File: config.mk
export PLATFORM = sky130hd
export DESIGN_NAME = seg7_multi_ctrl
export DESIGN_NICKNAME = d
export VERILOG_FILES = /design/src/rtl/seg7_multi_ctrl.sv
export SDC_FILE = /design/constraint.sdc
export NUM_CORES = 1
export LEC_CHECK = 0
export BUFFER_PORTS_ARGS = -buffer_cell sky130_fd_sc_hd__buf_2
export CORE_ASPECT_RATIO = 0.7
export CORE_MARGIN = 2
export CORE_UTILIZATION = 45
export DETAILED_ROUTE_END_ITERATION = 8
export PLACE_DENSITY = 0.7
export SLEW_MARGIN = 40
export SYNTH_ARGS = -nofsm -noshare
export SYNTH_HDL_FRONTEND = slang
export SYNTH_SLANG_ARGS = --single-unit
File: constraint.sdc
create_clock -name clk_div8 -period 2.99 [get_ports clk_div8]
set_input_delay 0.4485 -clock clk_div8 [delete_from_list [all_inputs] [get_ports clk_div8]]
set_output_delay 0.4485 -clock clk_div8 [all_outputs]
set_load 0.01 [all_outputs]
File: src/rtl/seg7_multi_ctrl.sv
// N-digit seven-segment controller: hex or decimal (double-dabble) display with blink masking.
// Optional leading-zero blanking is compiled in when SEG7_LZ_BLANK_EN is defined.
module seg7_multi_ctrl #(
    parameter int NUM_DIGITS     = 8,
    parameter int DATA_WIDTH     = 32,
    parameter int BLINK_DIV_W    = 20,
    parameter bit SEG_ACTIVE_LOW = 1'b1
) (
    input  logic                    clk_div8,
    input  logic                    rst_n,
    input  logic                    wr_en,
    input  logic [DATA_WIDTH-1:0]   wr_data,
    input  logic                    mode_dec,
    input  logic [NUM_DIGITS-1:0]   blink_mask,
    output logic                    busy,
    output logic                    overflow,
    output logic [7*NUM_DIGITS-1:0] seg_o
);

    localparam int BCD_W = 4 * NUM_DIGITS;
    localparam int CNT_W = $clog2(DATA_WIDTH + 1);

    localparam logic [6:0] SEG_DASH  = SEG_ACTIVE_LOW ? 7'b0111111 : 7'b1000000;
    localparam logic [6:0] SEG_BLANK = SEG_ACTIVE_LOW ? 7'b1111111 : 7'b0000000;
    localparam logic [6:0] SEG_ZERO  = SEG_ACTIVE_LOW ? 7'b1000000 : 7'b0111111;

    typedef enum logic [1:0] {
        IDLE = 2'd0,
        CONV = 2'd1,
        LOAD = 2'd2
    } state_t;

    state_t                   r_state;
    state_t                   w_state_nxt;
    logic [BCD_W-1:0]         r_digits;
    logic [BCD_W-1:0]         r_bcd;
    logic [BCD_W-1:0]         w_bcd_adj;
    logic [DATA_WIDTH-1:0]    r_bin;
    logic [CNT_W-1:0]         r_cnt;
    logic                     r_ovf_acc;
    logic                     r_overflow;
    logic [BLINK_DIV_W-1:0]   r_blink_cnt;
    logic [7*NUM_DIGITS-1:0]  r_seg;
    logic [7*NUM_DIGITS-1:0]  w_seg_nxt;
    logic [31:0]              w_data_ext;
    logic [NUM_DIGITS-1:0]    w_lz_blank;
    logic                     w_blink_phase;

    // Segment pattern in active-low form, bit order g,f,e,d,c,b,a.
    function automatic logic [6:0] seg_decode(input logic [3:0] nib);
        case (nib)
            4'h0: seg_decode = 7'b1000000;
            4'h1: seg_decode = 7'b1111001;
            4'h2: seg_decode = 7'b0100100;
            4'h3: seg_decode = 7'b0110000;
            4'h4: seg_decode = 7'b0011001;
            4'h5: seg_decode = 7'b0010010;
            4'h6: seg_decode = 7'b0000010;
            4'h7: seg_decode = 7'b1111000;
            4'h8: seg_decode = 7'b0000000;
            4'h9: seg_decode = 7'b0011000;
            4'hA: seg_decode = 7'b0001000;
            4'hB: seg_decode = 7'b0000011;
            4'hC: seg_decode = 7'b1000110;
            4'hD: seg_decode = 7'b0100001;
            4'hE: seg_decode = 7'b0000110;
            default: seg_decode = 7'b0001110;
        endcase
    endfunction

    // Zero-extension gives 0 for digits beyond the written width.
    assign w_data_ext    = 32'(wr_data);
    assign w_blink_phase = r_blink_cnt[BLINK_DIV_W-1];

    // NOTE: async reset lives in the sensitivity list; every sequential block uses <= only.
    always_ff @(posedge clk_div8 or negedge rst_n) begin
        if (!rst_n) begin
            r_state <= IDLE;
        end else begin
            r_state <= w_state_nxt;
        end
    end

    // NOTE: default assigned first so no path through the case infers a latch.
    always_comb begin
        w_state_nxt = r_state;
        case (r_state)
            IDLE:    if (wr_en && mode_dec) w_state_nxt = CONV;
            CONV:    if (r_cnt == CNT_W'(1)) w_state_nxt = LOAD;
            LOAD:    w_state_nxt = IDLE;
            default: w_state_nxt = IDLE;
        endcase
    end

    // Double-dabble correction: any BCD nibble >= 5 gets +3 before the shift.
    always_comb begin
        w_bcd_adj = r_bcd;
        for (int i = 0; i < NUM_DIGITS; i++) begin
            if (r_bcd[4*i +: 4] >= 4'd5) w_bcd_adj[4*i +: 4] = r_bcd[4*i +: 4] + 4'd3;
        end
    end

    always_ff @(posedge clk_div8 or negedge rst_n) begin
        if (!rst_n) begin
            r_digits   <= '0;
            r_bcd      <= '0;
            r_bin      <= '0;
            r_cnt      <= '0;
            r_ovf_acc  <= 1'b0;
            r_overflow <= 1'b0;
        end else begin
            case (r_state)
                IDLE: begin
                    if (wr_en && !mode_dec) begin
                        r_digits   <= w_data_ext[BCD_W-1:0];
                        r_overflow <= 1'b0;
                    end else if (wr_en && mode_dec) begin
                        r_bin     <= wr_data;
                        r_bcd     <= '0;
                        r_cnt     <= CNT_W'(DATA_WIDTH);
                        r_ovf_acc <= 1'b0;
                    end
                end
                CONV: begin
                    r_bcd <= {w_bcd_adj[BCD_W-2:0], r_bin[DATA_WIDTH-1]};
                    r_bin <= r_bin << 1;
                    r_cnt <= r_cnt - CNT_W'(1);
                    // A carry out of the top digit means the value needs more digits than we have.
                    if (w_bcd_adj[BCD_W-1]) r_ovf_acc <= 1'b1;
                end
                LOAD: begin
                    r_digits   <= r_bcd;
                    r_overflow <= r_ovf_acc;
                end
                default: ;
            endcase
        end
    end

    always_ff @(posedge clk_div8 or negedge rst_n) begin
        if (!rst_n) begin
            r_blink_cnt <= '0;
        end else begin
            r_blink_cnt <= r_blink_cnt + BLINK_DIV_W'(1);
        end
    end

`ifdef SEG7_LZ_BLANK_EN
    // Walk down from the top digit; blank while everything seen so far is zero.
    always_comb begin
        logic zero_run;
        zero_run   = 1'b1;
        w_lz_blank = '0;
        for (int i = NUM_DIGITS - 1; i >= 0; i--) begin
            zero_run      = zero_run && (r_digits[4*i +: 4] == 4'h0);
            w_lz_blank[i] = zero_run && (i != 0) && !r_overflow;
        end
    end
`else
    assign w_lz_blank = '0;
`endif

    always_comb begin
        w_seg_nxt = '0;
        for (int i = 0; i < NUM_DIGITS; i++) begin
            if (r_overflow) begin
                w_seg_nxt[7*i +: 7] = SEG_DASH;
            end else if (blink_mask[i] && w_blink_phase) begin
                w_seg_nxt[7*i +: 7] = SEG_BLANK;
            end else if (w_lz_blank[i]) begin
                w_seg_nxt[7*i +: 7] = SEG_BLANK;
            end else if (SEG_ACTIVE_LOW) begin
                w_seg_nxt[7*i +: 7] = seg_decode(r_digits[4*i +: 4]);
            end else begin
                w_seg_nxt[7*i +: 7] = ~seg_decode(r_digits[4*i +: 4]);
            end
        end
    end

    always_ff @(posedge clk_div8 or negedge rst_n) begin
        if (!rst_n) begin
            r_seg <= {NUM_DIGITS{SEG_ZERO}};
        end else begin
            r_seg <= w_seg_nxt;
        end
    end

    assign busy     = (r_state != IDLE);
    assign overflow = r_overflow;
    assign seg_o    = r_seg;

endmodule

==> results of run 1 <==
-- worst max path at each step --
| stage | to | depth (start not counted) | slack (ns) |
|---|---|---|---|
| finish | r_digits[23] | 4 | 0.94 |
| global route | r_digits[23] | 4 | 0.82 |
| CTS | overflow | 1 | 0.89 |
| detailed placement | r_digits[23] | 4 | 0.98 |
| global placement | r_bcd[31] | 4 | 1.02 |
| floorplan | r_bcd[30] | 6 | 1.47 |
-- logic make-up (layout without fill, tap and decap cells) --
family	count (synthesis)	after routing	synth area share
fa+ha+maj	67	67	0.08910
compound gates	240	240	0.1722
simple gates	251	251	0.1210
mux	45	45	0.04867
flops	182	182	0.4851
other cells	0	1	0
xor+xnor	36	36	0.03351
buf+inv	114	208	0.05040
-- worst reg2reg max path: stages (launching register included) --
cell and delay [ns]:
dfrtp_1 0.55, and2b_2 0.66, buf_4 0.37, mux2i_1 0.25, o21ai_0 0.10
-- through the flow --
| stage | std cells | power, uW |
|---|---|---|
| finish | 1306 | 11110 |
| CTS | 1305 | 11150 |
| global route | 1306 | 12060 |
| global placement | 1273 | 8645 |
| floorplan | 935 | 7536 |
| detailed placement | 1273 | 8793 |
-- layer usage --
| layer | track usage | up-vias |
|---|---|---|
| met2 | 0.2718 | 204 |
| met5 | 0 | - |
| met1 | 0.2976 | 3410 |
| met4 | 0.05639 | 0 |
| li1 | - | 3464 |
| met3 | 0.04440 | 19 |
-- registers in the layout (all words and copies together) (netlist names) --
name and count:
overflow 1, r_bcd 32, r_bin 32, r_blink_cnt 20, r_cnt 6, r_digits 32
r_ovf_acc 1, r_state 2, seg_o 56
-- power groups by stage --
stage               registers, uW  logic (uW)  clock network (uW)
finish                       4490        4310                2320
global route                 4650        4940                2480
CTS                          4470        4320                2360
floorplan                    4230        3300                   0
detailed placement           4520        4280                   0
global placement             4480        4160                   0
-- cell type report --
class / count / share of cell area
multi-input cells: 639 / 0.4082
well taps: 276 / 0.03205
flip-flops and latches: 182 / 0.4236
clock buffers: 18 / 0.04076
diodes: 1 / 0.0002322
inverters: 63 / 0.02195
clock inverters: 14 / 0.01510
repair buffers: 113 / 0.05817
-- cell usage in the layout (no fill, tap or decap), types with 3 or more instances in the layout --
master,synthesis,layout
a21o_1,5,5
a21oi_1,33,33
a222oi_1,19,19
a22o_1,4,4
a32o_1,8,8
and2_1,10,10
and3_1,6,6
buf_2,15,100
buf_4,3,10
clkbuf_16,0,17
dfrtp_1,174,174
dfstp_2,8,8
ha_1,67,67
inv_1,63,63
inv_6,0,7
mux2_2,6,6
mux2i_1,39,39
nand2_1,89,89
nand2b_1,9,8
nand3_1,12,12
nand4_1,5,5
nor2_1,77,77
nor2b_1,26,25
nor3_1,6,6
nor4_1,3,3
o211ai_1,16,16
o21ai_0,76,76
o221ai_1,5,5
o22ai_1,25,25
o311ai_0,23,23
o31ai_1,10,10
o32ai_1,7,7
or3_1,3,3
xnor2_1,23,23
xor2_1,13,13
==> results_dict.tcl, run 1 <==
set metrics [dict create \
    htreeDepth 4 \
    port-buffer-count 101 \
    wire_per_inst_um 15.85 \
    r2r_cells 4 \
    criticalPathCategory "reg2reg" \
    yosys.area.top_type "dfrtp_1" \
    powerDensity_nw_per_um2 1031 \
    fmax_ghz 0.4869 \
    path_clk_slew_ns 0.07 \
    cts_resized 0 \
    die_y_um 125.0 \
    multiInputGateArea_um2 4398 \
    placed_area_um2 10170 \
    dieArea_um2 22100 \
    regToRegStartpoint "r_state[1]" \
    p_comb_frac 0.388 \
    drt-met1-wl_um 10520 \
    cts_made_buffers 17 \
    regArea_um2 4564 \
    cts_setup_buffers 0 \
    critPathCaptureType "flip-flop" \
    seq_area_frac_synth 0.4851 \
    synth-edff-count 0 \
    period_needed_ns 2.054 \
    required_ns 3.31 \
    nets 1127 \
    crit_buf_inv 1 \
    fill_cells 1853 \
    synth_cell_types 48 \
    tritoncts "built" \
    rsz0062_at_grt "false" \
    clkPwrFrac 0.208 \
    tightest_slew_ns 0.8198 \
    syn-cell-area_um2 9409 \
    grt_max_degree 65 \
    irDropWorstVdd_uv 493.7 \
    rows 44 \
    antenna_found_initial 1 \
    drtIter0Drc 711 \
    die_x_um 176.8 \
    fp.coreArea_um2 20640 \
    hold_violations 0 \
    fin_area_um2 10780 \
    met3WireLength_um 1161 \
    track_usage 0.1938 \
    path_cells "and2b_2 -> buf_4 -> mux2i_1 -> o21ai_0" \
    syn_avg_cell_area_um2 10.06 \
    root_buffer "clkbuf_16" \
    top_layer "met4" \
    hpwl_um 14370 \
    worst_setup_path_start_kind "flip-flop" \
    via_count 7097 \
    p_switching_uw 4389 \
    wl_um 20700 \
    p_leak_uw 0.005055 \
    syn_nets 1046 \
    synth.area.top_cells "dfrtp_1, ha_1, mux2i_1, o21ai_0, nand2_1" \
    worst_slack_ns 0.9361 \
    finClkSkew_ns 0.005876 \
    final_core_utilization 0.5219 \
    holdWs_ns 0.003426 \
    dr_wl_met2_um 8761 \
    clock-sinks 182 \
    swShare 0.3950 \
    power.internal_uw 6722 \
    outcome "completed" \
    fin_tns_setup_ns 0 \
    vias_per_cell 5.434 \
    synthFlopType "dfrtp_1" \
    grt_pass1_vias 6800 \
    grt-ovfl-total 0 \
    cp.arrival_ns 2.37 \
    pin_count 102 \
    synthToLayoutAreaGrowth_pct 14.52 \
    crit_path_max_incr_delay_ns 0.66 \
    place_ws_ns 0.9788 \
    rr_endpoint "r_digits[23]" \
    worst_path_dominant_cell_family "simple AND/OR/NAND/NOR gates" \
    rrSetupSlack_ns 0.94 \
    hold_path.class "in2async" \
    p_seq_frac 0.404 \
    async_flop_share 1.000 \
    max_slew_margin 0.4535 \
    cts.path.max_buffers 2 \
    drive_gt1_frac 0.1613 \
    critPathMaxFanout 21 \
    synthCells 935 \
    critPathSlowestCell "and2b_2" \
    slew_violations 0 \
    ant_nets 0 \
    period_share 0.6869 \
    critical_path.startpoint "r_state[1]" \
    drc 0 \
    initial_core_util 0.4558 \
    ys_ff_latch 182 \
    gp_congestion 0.8214 \
    yosys-top-cells-count "dfrtp_1, nand2_1, nor2_1" \
    cts_hold_buf 0 \
    cap_viol_max_count 0 \
    clkLatencyLatePin_ns 0.44 \
    synth_top_area_share 0.4628 \
    grt_pass1_wl_um 34380 \
    synthMostInstantiatedCell "dfrtp_1" \
    drtPass1Iterations 6 \
    setup_viol 0 \
    ys.warnings.count 0 \
]
Power figures use the tool's default switching activity.
==> run 2, diff against run 1 <==
==> constraint.sdc (replaced) <==
create_clock -name clk_div8 -period 2.03 [get_ports clk_div8]
set_input_delay 0.3045 -clock clk_div8 [delete_from_list [all_inputs] [get_ports clk_div8]]
set_output_delay 0.3045 -clock clk_div8 [all_outputs]
set_load 0.01 [all_outputs]
==> run 2 against run 1 <==
  * Sequential share of layout area is 0.65 points lower
  * Die area stayed put
  * Combinational power is 52% higher
  * Design area is 1.6% higher
  * Critical path type unchanged
  * Largest power group is now combinational cells
==> results_dict.tcl, run 2 (same netlist as run 1, synthesis figures left out) <==
set metrics [dict create \
    regToRegStartpoint "r_digits[16]" \
    finClkSkew_ns 0.008823 \
    htreeDepth 4 \
    cap_viol_max_count 0 \
    critical_path.startpoint "r_digits[16]" \
    powerDensity_nw_per_um2 1509 \
    min_path_cells 3 \
    initial_core_util 0.4558 \
    min-delay-start "wr_data[10]" \
    tightest_slew_ns 0.5651 \
    fill_cells 1853 \
    hold_path.class "in2reg" \
    die_x_um 176.8 \
    top_usage_layer "met1" \
    hold_violations 0 \
    port-buffer-count 101 \
    p_leak_uw 0.005134 \
    fin_tns_setup_ns 0 \
    gp_congestion 0.8577 \
    slew_violations 0 \
    drive_gt1_frac 0.1695 \
    path_clk_slew_ns 0.07 \
    rsz0062_at_grt "false" \
    setup_viol 0 \
    cts_resized 0 \
    cts_made_buffers 17 \
    fp.coreArea_um2 20640 \
    rr_endpoint "seg_o[31]" \
    largest_reg_flops 56 \
    cts_hold_buf 1 \
    nets 1142 \
    grtUsageMet3 0.04745 \
    grt_pass1_wl_um 35550 \
    worst_setup_path_start_kind "flip-flop" \
    fmax_ghz 0.5596 \
    hold_end "r_bin[10]" \
    antenna-diode-count 0 \
    drtIter0Drc 848 \
    period_share 0.8804 \
    grt-ovfl-total 0 \
    outcome "completed" \
    criticalPathCategory "reg2reg" \
    cts_setup_buffers 0 \
    grt_max_degree 66 \
    required_ns 2.34 \
    cp.arrival_ns 2.10 \
    tritoncts "built" \
    critPathCaptureType "flip-flop" \
    cts.path.max_buffers 2 \
    period_needed_ns 1.787 \
    synthToLayoutAreaGrowth_pct 16.32 \
    final_cell_mix "dfrtp_1, buf_2, nand2_1" \
    die_y_um 125.0 \
    dieArea_um2 22100 \
    critPathMaxFanout 7 \
    r2r_cells 6 \
    grt_pass1_vias 6859 \
    clock-sinks 182 \
    track_usage 0.2025 \
    wl_um 21320 \
    pin_count 102 \
    drc 0 \
    globalRouteMet2Util 0.2854 \
    via_count 7259 \
    wire_per_inst_um 16.15 \
    max_slew_margin 0.6232 \
    rows 44 \
    rrSetupSlack_ns 0.24 \
    clkLatencyLatePin_ns 0.44 \
    total_power_uw 16520 \
    irDropWorstVdd_uv 664.9 \
    final_common_cell "dfrtp_1" \
    vias_per_cell 5.499 \
    antenna_found_initial 1 \
    drtPass1Iterations 6 \
    ant_nets 0 \
    root_buffer "clkbuf_16" \
    hpwl_um 15260 \
    groute.layer.met1.usage 0.3112 \
]
-- run 2: how the worst max path moves through the flow --
stage                            to  slack [ns]
after floorplan           r_bcd[30]        0.51
after global placement    r_bin[25]        0.41
after detailed placement  r_bcd[26]        0.33
after CTS                 r_bcd[26]        0.26
after global routing      r_bcd[26]        0.12
final                     seg_o[31]        0.24
-- run 2: cell type report --
type | count | area [um^2] | area share
Multi-Input combinational cell | 639 | 4393 | 0.4014
Clock buffer | 21 | 450.4 | 0.04116
Timing Repair Buffer | 128 | 804.5 | 0.07351
Inverter | 63 | 236.5 | 0.02161
Clock inverter | 11 | 150.1 | 0.01372
Tap cell | 276 | 345.3 | 0.03155
Sequential cell | 182 | 4564 | 0.4171
-- run 2: through the flow --
step | utilization | worst slack, ns | hold WS, ns | cells | instance area [um^2]
after global routing | 0.5301 | 0.1179 | 0.09628 | 1320 | 10940
after CTS | 0.5301 | 0.2564 | 0.08137 | 1320 | 10940
after floorplan | - | 0.5100 | 0.008909 | 935 | 9409
after global placement | 0.5005 | 0.4055 | 0.3032 | 1287 | 10330
after detailed placement | 0.5005 | 0.3316 | 0.3134 | 1287 | 10330
final | 0.5301 | 0.2429 | 0.09934 | 1320 | 10940
-- run 2: report_power, final --
group / internal [uW] / leakage, uW / switching (uW)
combinational: 2950 / 0.00259 / 3620
clock: 1970 / 0.000276 / 1430
sequential: 5140 / 0.00227 / 1410
-- run 2: per-layer routing --
metal  wire (um)  vias to the layer above
met5           0                        -
met2        9037                      213
met1       10690                     3521
met4         201                        0
met3        1392                       16
li1            -                     3509
-- run 2: critical path, cell delays in order (launching register included) --
cell and delay (ns):
dfrtp_1 0.51, inv_1 0.15, ha_1 0.38, nor2_1 0.07, a21oi_1 0.15, nor2_1 0.07, o31ai_1 0.35
==> run 3, diff against run 2 <==
--- a/config.mk
+++ b/config.mk
@@ -10,7 +10,6 @@
 export CORE_MARGIN = 2
 export CORE_UTILIZATION = 45
 export DETAILED_ROUTE_END_ITERATION = 8
-export PLACE_DENSITY = 0.7
 export SLEW_MARGIN = 40
 export SYNTH_ARGS = -nofsm -noshare
 export SYNTH_HDL_FRONTEND = slang
==> run 3 against run 2 <==
  * Non-clock buffer count down 6
  * Design area down 0.64%
  * Clock skew about the same
  * Die area unchanged
  * Sequential cell count unchanged
  * Sequential share of layout area up 0.27 points
  * Maximum frequency down 4.4%
  * Core utilization down 0.34 points
  * Worst setup slack worse by 0.082 ns
  * Hold slack better by 0.011 ns
  * Critical path type is now reg2out
  * Highest routed layer unchanged
==> results_dict.tcl, run 3 (same netlist as run 1, synthesis figures left out) <==
set metrics [dict create \
    nets 1136 \
    crit_path_max_incr_delay_ns 0.87 \
    rows 44 \
    drc 0 \
    vias_per_cell 5.359 \
    tritoncts "built" \
    grt-ovfl-total 0 \
    cts.path.max_buffers 2 \
    path_cells "buf_2" \
    root_buffer "clkbuf_16" \
    gp_congestion 0.8619 \
    cp.depth 1 \
    powerDensity_nw_per_um2 1502 \
    grt_pass1_vias 6556 \
    fp.coreArea_um2 20640 \
    crit_buf_inv 1 \
    final_cell_mix "dfrtp_1, buf_2, nand2_1" \
    critPathSlowestCell "dfrtp_1" \
    wire_per_inst_um 15.78 \
    hold_violations 0 \
    grt_max_degree 66 \
    cts_setup_buffers 0 \
    track_usage 0.1939 \
    clkLatencyLatePin_ns 0.43 \
    period_needed_ns 1.870 \
    critPathMaxFanout 17 \
    largest_reg_flops 56 \
    criticalPathCategory "reg2out" \
    initial_core_util 0.4558 \
    drtPass1Iterations 6 \
    path_clk_slew_ns 0.07 \
    synthToLayoutAreaGrowth_pct 15.57 \
    p_leak_uw 0.005099 \
    cts_made_buffers 17 \
    period_share 0.9209 \
    die_x_um 176.8 \
    slew_violations 0 \
    die_y_um 125.0 \
    hpwl_um 14150 \
    antenna_found_initial 0 \
    htreeDepth 4 \
    fmax_ghz 0.5349 \
    antenna-diode-count 0 \
    finClkSkew_ns 0.008421 \
    cap_viol_max_count 0 \
    cp.arrival_ns 1.57 \
    setup_viol 0 \
    via_count 7042 \
    port-buffer-count 101 \
    holdWs_ns 0.1103 \
    hold_path.class "in2reg" \
    pin_count 102 \
    critPathCaptureType "primary output" \
    min_path_cells 3 \
    dieArea_um2 22100 \
    outcome "completed" \
    tightest_slew_ns 0.8801 \
    irDropWorstVdd_uv 612.0 \
    rsz0062_at_grt "false" \
    fin_tns_setup_ns 0 \
    r2r_cells 6 \
    wl_um 20740 \
    drive_gt1_frac 0.1628 \
    worst_setup_path_start_kind "flip-flop" \
    clock-sinks 182 \
    ant_nets 0 \
    required_ns 1.73 \
    fill_cells 1824 \
    grt_pass1_wl_um 34180 \
    max_slew_margin 0.4133 \
    drtIter0Drc 614 \
    final_common_cell "dfrtp_1" \
    worst_path_dominant_cell_family "flip-flops" \
]
## run 3: cell types whose count changed in the layout (fill, tap and decap cells not counted), sizes merged
cell / before / now
clkinv: 2 / 3
clkinvlp: 5 / 3
clkbuf: 21 / 24
inv: 64 / 63
buf: 127 / 120
## run 3: layer usage
metal | share of wire | global-route usage | up-vias
li1 | - | - | 3486
met1 | 0.54 | 0.3114 | 3349
met2 | 0.41 | 0.2649 | 191
met3 | 0.051 | 0.03863 | 16
met4 | 0.0086 | 0.04667 | 0
met5 | 0 | 0 | -
## run 3: report_power, final
group,leakage [uW],switching [uW],total [uW],internal (uW)
logic,0.00255,3460,6410,2940
registers,0.00227,1430,6570,5140
clock network,0.000277,1390,3360,1970
total,0.00510,6280,16300,10100
## run 3: what timing repair did
item                                   4_1_cts  5_1_grt
hold buffers                                 1        0
resized for setup                            0        0
endpoints found under the hold margin       51        0
## run 3: cell type report
| class | instances | area, um^2 | share of cell area |
|---|---|---|---|
| Multi-Input combinational cell | 639 | 4393 | 0.4040 |
| Tap cell | 276 | 345.3 | 0.03176 |
| Timing Repair Buffer | 122 | 749.5 | 0.06892 |
| Clock buffer | 23 | 457.9 | 0.04211 |
| Inverter | 63 | 236.5 | 0.02175 |
| Sequential cell | 182 | 4564 | 0.4197 |
| Clock inverter | 9 | 127.6 | 0.01174 |
## run 3: final timing paths
kind                       slack (ns)   startpoint        end
min in group asynchronous        0.42        rst_n   seg_o[3]
setup / recovery                 0.16     overflow   overflow
hold / removal                   0.11  wr_data[10]  r_bin[10]
setup reg to reg                 0.26     r_bcd[4]   r_bcd[6]
hold reg to reg                  0.47     r_cnt[4]   r_cnt[4]
max in group asynchronous        0.91        rst_n  seg_o[27]
## run 3: worst min-delay path: stages
cell and delay, ns:
buf_2 0.09, a222oi_1 0.06, inv_1 0.05
## run 3: per-stage QoR
stage          power [uW]  worst slack, ns  std cells  cell area [um^2]  utilization
2_1_floorplan       11100           0.5100        935              9409            -
3_3_place_gp        12900           0.3938       1281             10280       0.4979
3_5_place_dp        12980           0.3202       1281             10280       0.4979
4_1_cts             16420           0.1035       1314             10870       0.5267
5_1_grt             17710          0.06434       1314             10870       0.5267
6_report            16330           0.1605       1314             10870       0.5267
